--- config.mk ---
export PLATFORM = sky130hd
export DESIGN_NAME = cache_mem_arbiter
export DESIGN_NICKNAME = d
export VERILOG_FILES = /design/src/rtl/cache_mem_arbiter_pkg.sv /design/src/rtl/cache_mem_arbiter_block_serdes.sv /design/src/rtl/cache_mem_arbiter.sv
export SDC_FILE = /design/constraint.sdc
export NUM_CORES = 1
export LEC_CHECK = 0
export BUFFER_PORTS_ARGS = -buffer_cell sky130_fd_sc_hd__buf_2
export CAP_MARGIN = 10
export CORE_AREA = 2 2 127 129
export CTS_CLUSTER_DIAMETER = 200
export CTS_CLUSTER_SIZE = 8
export DETAILED_ROUTE_END_ITERATION = 6
export DIE_AREA = 0 0 129 131
export PLACE_DENSITY_LB_ADDON = 0.15
export SLEW_MARGIN = 20
export SYNTH_ARGS = -nofsm -noshare
export SYNTH_HDL_FRONTEND = slang
export SYNTH_SLANG_ARGS = --single-unit
export TNS_END_PERCENT = 100
--- constraint.sdc ---
create_clock -name clk -period 2.25 [get_ports clk]
set_input_delay 0.225 -clock clk [delete_from_list [all_inputs] [get_ports clk]]
set_output_delay 0.225 -clock clk [all_outputs]
set_load 0.005 [all_outputs]
--- src/rtl/cache_mem_arbiter_pkg.sv ---
// cache_mem_arbiter_pkg: shared state encoding, beat sizing and grant constants
package cache_mem_arbiter_pkg;
  typedef enum logic [1:0] {IDLE, CMD, XFER, DONE} state_t;
  localparam int BEATS = 4;
  localparam int BEAT_W = $clog2(BEATS);
  typedef logic [BEAT_W:0] beat_t;
  localparam beat_t BEAT_LAST = beat_t'(BEATS - 1);
  localparam beat_t BEAT_END = beat_t'(BEATS);
  localparam logic GRANT_I = 1'b0;
  localparam logic GRANT_D = 1'b1;
endpackage

--- src/rtl/cache_mem_arbiter_block_serdes.sv ---
// cache_mem_arbiter_block_serdes: 64-bit block to/from 16-bit beat serialiser
module cache_mem_arbiter_block_serdes import cache_mem_arbiter_pkg::*; (
  input  logic        clk,
  input  logic        rst,
  input  logic        load,
  input  logic [63:0] wblock,
  input  logic        take,
  input  logic        rvalid,
  input  logic [15:0] rdata,
  output logic [15:0] wdata,
  output logic [63:0] rbuf,
  output beat_t       beat
);
  logic [63:0] wbuf;
  always_ff @(posedge clk) begin
    if (rst) begin
      wbuf <= '0;
      rbuf <= '0;
      beat <= '0;
    end else if (load) begin
      wbuf <= wblock;
      beat <= '0;
    end else if (take && beat < BEAT_LAST) begin
      beat <= beat + 1'b1;
    end else if (rvalid && beat < BEAT_END) begin
      rbuf[{beat[BEAT_W-1:0], 4'b0} +: 16] <= rdata;
      beat <= beat + 1'b1;
    end
  end
  assign wdata = wbuf[{beat[BEAT_W-1:0], 4'b0} +: 16];
endmodule

--- src/rtl/cache_mem_arbiter.sv ---
// cache_mem_arbiter: round-robin i/d cache arbiter feeding 4-beat SDRAM bursts
module cache_mem_arbiter #(
  parameter int BLOCK_AW = 13,
  parameter int BEATS = 4
) (
  input  logic                clk,
  input  logic                rst,
  input  logic                i_req,
  input  logic [BLOCK_AW-1:0] i_address,
  output logic [63:0]         i_from_mem,
  output logic                i_ready,
  input  logic                d_req,
  input  logic                d_wren,
  input  logic [BLOCK_AW-1:0] d_address,
  input  logic [63:0]         d_to_mem,
  output logic [63:0]         d_from_mem,
  output logic                d_ready,
  output logic                ctrl_req,
  output logic                ctrl_wren,
  output logic [BLOCK_AW+1:0] ctrl_address,
  input  logic                ctrl_ack,
  output logic [15:0]         ctrl_wdata,
  input  logic                ctrl_wdata_take,
  input  logic [15:0]         ctrl_rdata,
  input  logic                ctrl_rdata_valid,
  input  logic                ctrl_done,
  output logic                busy,
  output logic                grant_d
);
  import cache_mem_arbiter_pkg::*;
  state_t state, state_n;
  logic grant, wren, done_pend, accept, pick_d;
  logic [BLOCK_AW-1:0] addr;
  logic [63:0] rbuf;
  beat_t beat;
  assign accept = state == IDLE && (i_req || d_req);
  // grant register doubles as last_grant: both requesting picks the other port
  assign pick_d = d_req && (!i_req || grant == GRANT_I);
  always_ff @(posedge clk) begin
    if (rst) begin
      state <= IDLE;
      grant <= GRANT_I;
      wren <= 1'b0;
      addr <= '0;
      done_pend <= 1'b0;
    end else begin
      state <= state_n;
      if (accept) begin
        grant <= pick_d;
        wren <= pick_d & d_wren;
        addr <= pick_d ? d_address : i_address;
        done_pend <= 1'b0;
      end else if (state == CMD && ctrl_ack && ctrl_done) begin
        done_pend <= 1'b1;
      end
    end
  end
  always_comb begin
    state_n = state;
    case (state)
      IDLE: state_n = (i_req || d_req) ? CMD : IDLE;
      CMD: state_n = ctrl_ack ? XFER : CMD;
      XFER: state_n = (ctrl_done || done_pend) ? DONE : XFER;
      default: state_n = IDLE;
    endcase
  end
  cache_mem_arbiter_block_serdes u_serdes (
    .clk(clk),
    .rst(rst),
    .load(accept),
    .wblock(d_to_mem),
    .take(state == XFER && wren && ctrl_wdata_take),
    .rvalid(state == XFER && !wren && ctrl_rdata_valid),
    .rdata(ctrl_rdata),
    .wdata(ctrl_wdata),
    .rbuf(rbuf),
    .beat(beat)
  );
  assign ctrl_req = state == CMD;
  assign ctrl_wren = wren;
  assign ctrl_address = {addr, 2'b00};
  assign busy = state != IDLE;
  assign grant_d = grant;
  assign i_ready = state == DONE && grant == GRANT_I;
  assign d_ready = state == DONE && grant == GRANT_D;
  assign i_from_mem = rbuf;
  assign d_from_mem = rbuf;
  // a read burst must deliver every beat before the controller signals done
  assert property (@(posedge clk) disable iff (rst)
    (state == XFER && !wren && ctrl_done) |->
      (beat == beat_t'(BEATS) || (ctrl_rdata_valid && beat == beat_t'(BEATS - 1))));
endmodule

---- Word level (Yosys, flattened, before mapping) ----
Cells that the tools add are included.
W data, S select, Z words.
word-level totals
  memories kept ........................... 0
  logic and storage cells ................. 52
  bits in latches ......................... 0
  input bits .............................. 115
  register bits after elaboration ......... 149
  output and inout port bits .............. 165
  memory bits (writable) .................. 0
  ROM bits ................................ 0
cells by class
  shift operators ......................... 3
  order comparisons ....................... 2
  add/subtract/negate cells ............... 2
  div/mod/pow operators ................... 0
  bitwise gates (word level) .............. 4
  reduce and logical (&&, ||, !) cells .... 22
  muxes and demuxes ....................... 8
  multiply operators ...................... 0
  equal/unequal tests ..................... 3
operators by type and width
  operator                   number
  $bwmux W64                 1
  $shift A16 B8 Y64 const A  1
  $shiftx A16 B8 Y64         1
  $shiftx A64 B7 Y16         1
  $mux W13                   1
  $logic_and A1 B1 Y1        12
  $neg A6 Y8                 1
  $mux W3                    2
  $pmux W2 S3                1
  $eq A2 B2 Y1 const B       2
  $reduce_bool A2 Y1         2
  $add A3 B1 Y3 const B      1
  $logic_or A1 B1 Y1         3
  $lt A3 B2 Y1 const B       1
  $lt A3 B3 Y1 const B       1
  $not A1 Y1                 3
  $reduce_and A3 Y1          1
  $eq A2 B1 Y1 const B       1
  $logic_not A1 Y1           2
  $logic_not A2 Y1           1
  $mux W1                    2
  $mux W2                    1
  $reduce_or A2 Y1           1
  $and A1 B1 Y1              1

---- Logic depth before layout (Yosys ltp) ----
Gate-level depths: netlist of run 1.
  depth after elaboration ................. 6
  depth in mapped cells ................... 9
  depth with buffers taken out ............ 5

---- By module ----
From an unflattened synthesis of run 1, not the netlist that was laid out.
unflattened totals
  cell total of the unflattened synthesis .. 704
  area total of the unflattened synthesis .. 7018.0 µm²
by module, submodules not included
  module                          area an instance (µm²)  cells an instance  times used  seq. area each (µm²)
  cache_mem_arbiter_block_serdes  5600.4                  560                1           2622.5
  cache_mem_arbiter               1417.6                  144                1           360.3

---- Worst setup path before layout of run 1 ----
No wires, ideal clock.
  path kind ............................... flip-flop to flip-flop
  start ................................... reg u_serdes.beat[1]
  end ..................................... reg u_serdes.rbuf[53]
  stages on the path, launching flop included .. 9
  path slack .............................. -0.228 ns
  data arrival time ....................... 2.408 ns
  data required time ...................... 2.180 ns
  path buffers ............................ 3
  library setup time ...................... 0.070 ns
  clock period less this slack ............ 2.478 ns
  path through ............................ dfxtp_1 -> clkbuf_1 -> clkbuf_1 -> inv_1 -> ha_1 -> nor3_1 -> buf_2 -> nand3_1 -> a21oi_1
on the way
  cells in the longest elaborated chain, start to end .. 4
  elaborated cells on any way between the ends .. 10
  classes of those cells .................. 1 x add/sub; 2 x order compare; 2 x shift; 1 x mux; 1 x bitwise; 3 x reduce/logical
ends and longest elaborated chain
  item                                                line                                  source
  from (decl)                                         cache_mem_arbiter_block_serdes.sv:12  output beat_t beat
  from (signal assigned)                              cache_mem_arbiter_block_serdes.sv:24  beat <= beat + 1'b1;
  from (signal assigned)                              cache_mem_arbiter_block_serdes.sv:27  beat <= beat + 1'b1;
  branches (longest 4 deep; another with $neg A6 Y8)  --
  to (signal, indexed assignment)                     cache_mem_arbiter_block_serdes.sv:26  rbuf[{beat[BEAT_W-1:0], 4'b0} +: 16] <= rdata;
  to (decl)                                           cache_mem_arbiter_block_serdes.sv:11  output logic [63:0] rbuf,
Parallel ways; which one is timed is not known.
A chain may end at the register's enable or synchronous reset.

---- Worst setup path after layout of run 1 ----
  start ................................... reg u_serdes.beat[0]
  end ..................................... out ctrl_wdata[12]
on the way
  cells in the longest elaborated chain, start to end .. 1
ends and longest elaborated chain
  item                line                                  source
  $shiftx A64 B7 Y16  cache_mem_arbiter_block_serdes.sv:30  assign wdata = wbuf[{beat[BEAT_W-1:0], 4'b0} +: 16];
  to (decl)           cache_mem_arbiter.sv:22               output logic [15:0] ctrl_wdata,
No other way between the ends.

==> results of run 1 <==
layout make-up:
cell class | instances | area, um^2 | area share [%]
Sequential cell | 149 | 2984 | 36.05
Multi-Input combinational cell | 496 | 2728 | 32.96
Timing Repair Buffer | 299 | 1604 | 19.38
Clock buffer | 24 | 481.7 | 5.820
Tap cell | 216 | 270.3 | 3.265
Clock inverter | 8 | 193.9 | 2.343
Inverter | 4 | 15.01 | 0.1814
kinds of logic after synthesis:
| family | count (synthesis) |
|---|---|
| buf+inv | 124 |
| mux | 29 |
| fa+ha+maj | 6 |
| flops | 149 |
| simple gates | 306 |
| other cells | 1 |
| compound gates | 153 |
per-layer routing:
metal / global-route usage (%) / vias up / part of all wire (%)
met5: 0 / - / 0
met4: 8.951 / 0 / 2.5
met3: 6.230 / 32 / 6.9
met2: 36.13 / 195 / 48
met1: 25.64 / 2699 / 43
li1: - / 2936 / -
sequential cells by signal, indices dropped and copies added (netlist names):
name	cells
u_serdes.rbuf	64
grant_d	1
done_pend	1
state	2
ctrl_wren	1
addr	13
u_serdes.wbuf	64
u_serdes.beat	3
worst register-to-register path: cells and delay by family (launching register included):
| family | cells | cell delay (ns) |
|---|---|---|
| DFF | 1 | 0.44 |
| AOI/OAI and AO/OA | 1 | 0.19 |
| and+or+nand+nor | 3 | 1.11 |
cell usage after synthesis (all sizes together):
cell,count
nor2b,1
and2,1
inv,4
mux4,16
nor3b,3
nor4b,1
a31oi,2
o21ai,1
clkbuf,25
mux2i,13
a32oi,1
and3,5
dfxtp,149
a21boi,1
a211oi,13
nand4b,2
buf,95
ha,6
nor3,2
o41ai,1
a22oi,1
or2,1
conb,1
nand2,200
a21oi,130
nand3,68
nor2,21
or2b,1
a311oi,1
o311ai,2
stage by stage:
step / util (%) / instance area (um^2) / std cells / setup WS (ns) / total power [mW]
floorplan: - / 6545 / 769 / 0.02205 / 3.484
global placement: 48.73 / 7601 / 1164 / 0.4889 / 3.845
detailed placement: 48.73 / 7601 / 1164 / 0.4604 / 3.851
CTS: 53.06 / 8277 / 1196 / 0.2380 / 7.108
global route: 53.06 / 8277 / 1196 / 0.2024 / 7.328
finish: 53.06 / 8277 / 1196 / 0.2789 / 7.048
layout by cell type (no fill, tap or decap), types with 2 or more instances in the layout:
cell                        count
sky130_fd_sc_hd__clkbuf_8       3
sky130_fd_sc_hd__buf_4         19
sky130_fd_sc_hd__nand3_1       68
sky130_fd_sc_hd__o311ai_0       2
sky130_fd_sc_hd__clkbuf_16     17
sky130_fd_sc_hd__a21oi_1      130
sky130_fd_sc_hd__and3_1         4
sky130_fd_sc_hd__clkbuf_1       4
sky130_fd_sc_hd__buf_12         4
sky130_fd_sc_hd__nand4b_1       2
sky130_fd_sc_hd__nor3b_2        3
sky130_fd_sc_hd__inv_1          3
sky130_fd_sc_hd__ha_1           6
sky130_fd_sc_hd__nor2_1        21
sky130_fd_sc_hd__mux4_2        16
sky130_fd_sc_hd__dfxtp_1      148
sky130_fd_sc_hd__buf_2        276
sky130_fd_sc_hd__a211oi_1      13
sky130_fd_sc_hd__nand2_1      199
sky130_fd_sc_hd__conb_1         2
sky130_fd_sc_hd__bufinv_16      6
sky130_fd_sc_hd__mux2i_1       13
sky130_fd_sc_hd__a31oi_1        2
worst paths after layout:
path	to	slack [ns]	from
min	u_serdes.wbuf[42]$_SDFFE_PP0P_	0.04	d_to_mem[42]
min reg2reg	u_serdes.wbuf[9]$_SDFFE_PP0P_	0.45	u_serdes.wbuf[9]$_SDFFE_PP0P_
max reg2reg	u_serdes.rbuf[23]$_SDFFE_PP0P_	0.44	state[1]$_SDFF_PP0_
max	ctrl_wdata[12]	0.28	u_serdes.beat[0]$_SDFFE_PP0P_
where the power goes:
group	switching, mW	internal [mW]	total, mW
logic	0.501	0.378	0.879
clock network	1.09	2.17	3.26
registers	0.0932	2.81	2.91
==> results, run 1 <==
- The critical path contains buffers and inverters numbering 2 combined.
- Setup repair after global routing left no endpoint under its margin.
- The DRC violation total after the first TritonRoute iteration is 408.
- The proportion of synthesized area in mux cells is 7.505%.
- After detailed routing, the average wire length per cell comes to 15.30 um.
- The pre-antenna-repair detailed-routing pass consisted of 4 iterations.
- The number of logic stages on the critical path including buffering is 3.
- The signal on the critical path passes through buf_12, mux4_2, buf_2.
- 0 antenna diodes ended up in the layout.
- The path class of the tightest hold or removal check is input port to flip-flop.
- The final hold violation count is 0.
- At the pin with the least slew margin, the transition time is 0.6091 ns.
- In this run the tightest slew margin relative to its limit is 59.28%.
- The synthesized netlist devotes 0% of its cell area to XOR and XNOR gates.
- The total overflow left after global routing is 0.
- The height of the die is 131 um.
- Summing the sequential cell areas from Yosys gives 45.64% of the chip area.
- The total length of routed wires is 18300 um.
- The final cycle utilization of the critical path is 87.60%.
- The number of global-route vias before repair is 5320.
- Buffers added to address setup during post-CTS repair amount to 0.
- The final worst hold slack is 0.03686 ns.
- After clock tree synthesis, the clock-pin slew on the worst setup and hold paths is 0.06 ns.
- The number of distinct standard cells referenced by the synthesized netlist is 35.
- The kind of critical path is flip-flop to output pin.
- The number of fill cells is 1588.
- The mean instance size in the synthesized netlist is 8.509 um^2.
- From synthesis to final layout, the design area changed by 26.65%.
- The level count of the clock H-tree is 4.
- In this run the power density over the cells is 851.6 nW/um^2.
- In this run the worst path has a maximum fanout of 19.
- Across the run, the number of max-cap violations was 0.
- For this run, the slowest stage of the critical path takes 0.52 ns.
- The residual DRC count is 0.
- Summing the areas of all compound-gate instances in the mapped netlist gives 12.67% of the synthesized area.
- Clock tree synthesis selected as its root buffer the cell sky130_fd_sc_hd__clkbuf_16.
- The number of instances in the synthesized netlist is 768.
- The number of endpoints failing setup at the final stage is 0.
- The data arrival time of the worst path is 1.75 ns.
- The number of top-level pins is 280.
- STA classifies the critical path startpoint as a flip-flop.
- The post-synthesis share of cell area spent on full adders, half adders and majority gates is 1.149%.
- The total number of nets in the final design is 1088.
- The final critical delay including setup and external delays is 1.971 ns.
- In this run the horizontal extent of the chip is 129 um.
- The number of buffers added by the clock tree synthesis step is 17.
- Buffers inserted to repair hold after CTS numbered 0.
- The slowest stage of the critical path is the sky130_fd_sc_hd__mux4_2 cell.
- The area of the placeable core is 15600 um^2.
- In the routed layout, each cell is associated on average with a via count of 4.901.
- The run finished with clean final reports.
- At the end of routability-driven placement, the weighted congestion stood at 0.7631.
- The effective utilization at floorplan is 41.90%.
- Derived from the worst setup path, the maximum achievable clock frequency is 0.5073 GHz.
- In the post-synthesis netlist, the biggest area contributors are sky130_fd_sc_hd__dfxtp_1 (46%), sky130_fd_sc_hd__nand2_1 (11%), sky130_fd_sc_hd__a21oi_1 (10%), sky130_fd_sc_hd__buf_4 (7.7%), sky130_fd_sc_hd__mux4_2 (5.5%).
- The cell depth of the worst flop-to-flop path is 4.
- The mapped cell area is 6535 um^2.
- The wire length of the first global-routing pass is 27710 um.
- The quantity of gates resized following cts is 0.
- The number of antenna violations at the first check in global routing was 1.
- After synthesis, the largest family of logic cells by area is simple AND/OR/NAND/NOR gates.
- The number of pins exceeding their max-slew limit in the final report is 0.
- The global-route usage over all layers is 21.40%.
- The area share of the largest cell type after synthesis is 45.64%.
- Setup total negative slack on the finished layout was measured at 0 ns.
- The total number of yosys warnings is 0.
- The count of buffers inserted at the top-level ports is 277.
- The floorplan has 46 rows.
- The share of synthesized cell area in and, or, nand and nor gates is 20.16%.
- STA puts the critical path data required time at 2.03 ns.
- In this run the remaining antenna-violating nets after routing total 0.
- The synthesized design spends more area on one cell type than any other, namely sky130_fd_sc_hd__dfxtp_1.
- The largest net degree at the start of global routing is 81.
- The kind of cell with the highest combined delay along the critical path is multiplexers.
- The floorplan step defined a die boundary enclosing 16900 um^2.
- The layout cell share with drive strength beyond 1 is 36.22%.
- The maximum ir drop on the vdd rail is 0.5115 mV.
- The insertion delay to the later sink of the worst-skew pair is 0.42 ns.
- TritonCTS built the clock tree.
- The maximum root-to-sink buffer count is 2.
- The hold path depth is 3.
- For the final database, setup skew stands at 0.007941 ns.
- The HPWL after detailed placement is 12860 um.
- The total of flip-flops plus latches after synthesis is 149.
- The clock net in this run drives a total of 149 sinks.
- In this run the static leakage power is 3.796 nW.
- The kind of capture point of the worst setup path is an output pin.
- The total via count after detailed routing is 5862.
Note: power is estimated with default switching activity, not from simulation.
==> run 2, diff against run 1 <==
Settings changed: ABC_AREA set to 1, CORE_AREA 2 2 127 129 to 2 2 132 134, DIE_AREA 0 0 129 131 to 0 0 134 136.
==> results, run 2 <==
- The flow ran to the end, and the final reports show no timing, DRC or antenna violations.
- The number of buffers added by the clock tree synthesis step is 17 (unchanged).
- The biggest area contributor in the post-synthesis netlist is sky130_fd_sc_hd__dfxtp_1.
- The data arrival time of the worst path is 1.88 ns (+0.13 ns).
- The tree is rooted in a sky130_fd_sc_hd__clkbuf_16.
- The number of antenna violations at the first check in global routing is 1 (unchanged).
- The final critical delay including setup and external delays is 2.109 ns (+0.1382 ns).
- STA classifies the critical path endpoint as an output pin.
- The number of pins exceeding their max-slew limit in the final report is 0 (unchanged).
- The category of the worst setup path launch point is a flip-flop.
- The number of top-level pins is 280 (unchanged).
- The total power draw is 6.867 mW (-2.6%).
- The die footprint was 18220 um^2 (+7.8%).
- The number of antenna-violating nets in the routed design is 0 (unchanged).
- The leading cell type in the layout, fill and taps excluded is sky130_fd_sc_hd__nand2_1.
- The final routed wire length divided by cell count is 12.85 um (-16%).
- The relative slew slack is 62.38% (+3.1 points).
- The non-filler instance count after layout was 1625 (+36%).
- The level count of the clock H-tree is 4 (unchanged).
- The DRC violation total after the first TritonRoute iteration is 537 (+32%).
- The total overflow reported by the global router is 0 (unchanged).
- The final setup TNS came to 0 ns (unchanged).
- The total via count after detailed routing is 7428 (+27%).
- The maximum ir drop on the vdd rail is 0.5099 mV (-0.30%).
- The number of distinct standard cells referenced by the synthesized netlist is 24 (-31%).
- The endpoint required time on the critical path was 2.03 ns (about the same).
- The CTS tree is yes.
- Traced cell by cell, the critical path runs through buf_4, buf_6, o21ai_0, o22ai_1, buf_2.
- The async set-reset flop share out of synthesis came to 0% (unchanged).
- The number of instances in the synthesized netlist is 1140 (+48%).
- The top fanout value on the critical path was 35 (+16).
- The number of flops mapped to enable cells by yosys is 0 (unchanged).
- In the synthesized netlist, the cells that appear most often are sky130_fd_sc_hd__nand2_1 (424), sky130_fd_sc_hd__nor2_1 (179), sky130_fd_sc_hd__dfxtp_1 (149), sky130_fd_sc_hd__inv_1 (97), sky130_fd_sc_hd__nand3_1 (72).
- The utilization after layout came to 56.85% (+3.8 points).
- The number of vias per cell is 4.571 (-6.7%).
- The final clock skew was 0.01140 ns (+0.003463 ns).
- The mapped cell area is 7378 um^2 (+13%).
- sky130_fd_sc_hd__nand2_1 is the most common cell in the netlist.
- The area of the placeable core is 16880 um^2 (+8.2%).
- The effective utilization at floorplan was 43.72% (+1.8 points).
- The site row count is 48 (+4.3%).
- The largest registers in the layout are u_serdes.rbuf: 64 flops, u_serdes.wbuf: 64 flops, addr: 13 flops.
- The kind of critical path is flip-flop to output pin.
- The total of flip-flops plus latches after synthesis is 149 (unchanged).
- The largest net degree at the start of global routing is 73 (-9.9%).
- In the layout the commonest cells are sky130_fd_sc_hd__nand2_1 (424), sky130_fd_sc_hd__buf_2 (277), sky130_fd_sc_hd__nor2_1 (178), sky130_fd_sc_hd__dfxtp_1 (148), sky130_fd_sc_hd__inv_1 (97).
- The mean instance size in the synthesized netlist is 6.472 um^2 (-24%).
- The number of endpoints failing setup at the final stage is 0 (unchanged).
- The number of global-route vias before repair is 6708 (+26%).
- The setup fix buffers added after clock tree synthesis came to 0 (unchanged).
- The total length of routed wires is 20880 um (+14%).
- The total number of nets in the final design is 1507 (+39%).
- The maximum single-stage delay on the critical path is 0.33 ns (-0.19 ns).
- The count of buffer and inverter cells on the critical path was 3 (+1).
- The count of buffers inserted at the top-level ports came to 277 (unchanged).
- The weighted congestion reported at the end of routability-driven placement is 0.8526 (+12%).
- The relative area change from synthesis to final layout is 30.03%.
- The family with the most delay on the worst path is buffers and inverters.
- The layout cell share with drive strength beyond 1 is 24.73% (-11 points).
- The wire length of the first global-routing pass is 32470 um (+17%).
- The insertion delay to the later sink of the worst-skew pair is 0.43 ns (about the same).
- The number of placed instances with taps included is 1534 (+32%).
- The maximum root-to-sink buffer count is 2 (unchanged).
- The peak clock frequency supported by timing is 0.4741 GHz (-6.6%).
- The residual DRC count came to 0 (unchanged).
- The number of maximum-capacitance violations came to 0 (unchanged).
- The floorplan die width is 134 um (+3.9%).
- The count of TritonRoute iterations in the first routing pass was 5 (+1).
- The most instantiated flip-flop cell in the synthesis netlist is sky130_fd_sc_hd__dfxtp_1.
- The global-route usage over all layers came to 22.54% (+1.1 points).
- The area share of the largest cell type after synthesis is 40.43% (-5.2 points).
- The total half-perimeter wirelength after legalization and detailed placement is 14320 um (+11%).
- The cell leakage power came to 5.454 nW (+44%).
- The post-CTS clock slew at the launch and capture registers of the worst setup and hold paths is 0.07 ns (about the same).
- The worst hold-check path type is input port to flip-flop.
- The total number of yosys warnings is 0 (unchanged).
- The height of the die is 136 um (+3.8%).
- The power density relative to cell area is 715.7 nW/um^2 (-16%).
- Ranked by total cell area, the synthesized netlist is headed by sky130_fd_sc_hd__dfxtp_1 (40%), sky130_fd_sc_hd__nand2_1 (22%), sky130_fd_sc_hd__nor2_1 (9.1%), sky130_fd_sc_hd__buf_4 (7.1%), sky130_fd_sc_hd__inv_1 (4.9%).
- The number of fill cells is 1680 (+5.8%).
- The slew at the pin with the worst max-slew slack is 0.5643 ns (-0.04488 ns).
- The final hold violation count was 0 (unchanged).
- Setup repair after global routing left no endpoint under its margin.
- The final cycle utilization of the critical path is 93.75% (+6.1 points).
- The clock net sink count came to 149 (unchanged).
- The cell at the slowest stage of the critical path is sky130_fd_sc_hd__dfxtp_2.
- The share of synthesized area occupied by flip-flops and latches came to 40.43% (-5.2 points).
run 2: cell count changes after synthesis, moves of 7 or more:
cell,previous run,this run
sky130_fd_sc_hd__mux4_2,16,0
sky130_fd_sc_hd__inv_1,3,97
sky130_fd_sc_hd__inv_2,1,8
sky130_fd_sc_hd__o21ai_0,1,35
sky130_fd_sc_hd__o22ai_1,0,17
sky130_fd_sc_hd__mux2i_1,13,0
sky130_fd_sc_hd__a211oi_1,13,0
sky130_fd_sc_hd__a21oi_1,130,2
sky130_fd_sc_hd__nand2_1,200,424
sky130_fd_sc_hd__clkbuf_1,25,15
sky130_fd_sc_hd__buf_2,20,29
sky130_fd_sc_hd__nor2_1,21,179
run 2: layer usage:
layer,share of wire [%],vias up,track usage [%]
met5,0,-,0
met4,2.5,0,9.220
met3,6.8,32,5.071
met2,46,266,37.44
met1,44,3253,28.39
li1,-,3877,-
run 2: cell type report:
type	count	area, um^2	share of cell area (%)
Antenna cell	1	2.502	0.02608
Inverter	106	399.1	4.160
Timing Repair Buffer	353	2131	22.21
Tap cell	225	281.5	2.934
Sequential cell	149	2984	31.10
Multi-Input combinational cell	759	3167	33.01
Clock inverter	13	196.4	2.047
Clock buffer	19	432.9	4.512
run 2: per-stage QoR:
stage	worst slack, ns	hold WS (ns)	area (um^2)
after floorplan	0.3532	0.3281	7382
after detailed placement	0.3558	0.4144	8378
final	0.1407	0.008783	9594
after global routing	0.03604	0.01189	9592
after global placement	0.3918	0.4106	8378
after CTS	0.04579	0.002160	9588
run 2: timing repair:
| item | in CTS | in global routing |
|---|---|---|
| hold buffers | 58 | 0 |
| setup endpoints to repair | 0 | 12 |
| hold endpoints to repair | 58 | 0 |
| gates resized for setup | 0 | 1 |
run 2: logic make-up after synthesis:
logic type                 share of synthesized area, %
and+or+nand+nor                                   37.54
AOI/OAI and AO/OA                                 4.222
other                                           0.05082
adders and majority gates                         1.017
DFF                                               40.43
buffers and inverters                             16.74
run 2: final timing paths:
path                                   from                              to  slack, ns  depth (start not counted)
max           u_serdes.beat[0]$_SDFFE_PP0P_                  ctrl_wdata[14]       0.14                          5
min                            d_to_mem[37]  u_serdes.wbuf[37]$_SDFFE_PP0P_      0.009                          3
max reg2reg   u_serdes.beat[0]$_SDFFE_PP0P_  u_serdes.rbuf[17]$_SDFFE_PP0P_       0.32                          7
min reg2reg  u_serdes.wbuf[47]$_SDFFE_PP0P_  u_serdes.wbuf[47]$_SDFFE_PP0P_       0.45                          2
run 2: worst min-delay path, stage by stage:
cell and delay [ns]:
sky130_fd_sc_hd__buf_2 0.08, sky130_fd_sc_hd__nand2_1 0.05, sky130_fd_sc_hd__nand2_1 0.04
run 2: power by group:
group	internal, mW	switching (mW)
Sequential	2.82	0.0980
Clock	1.88	1.18
Combinational	0.386	0.512
Total	5.08	1.79
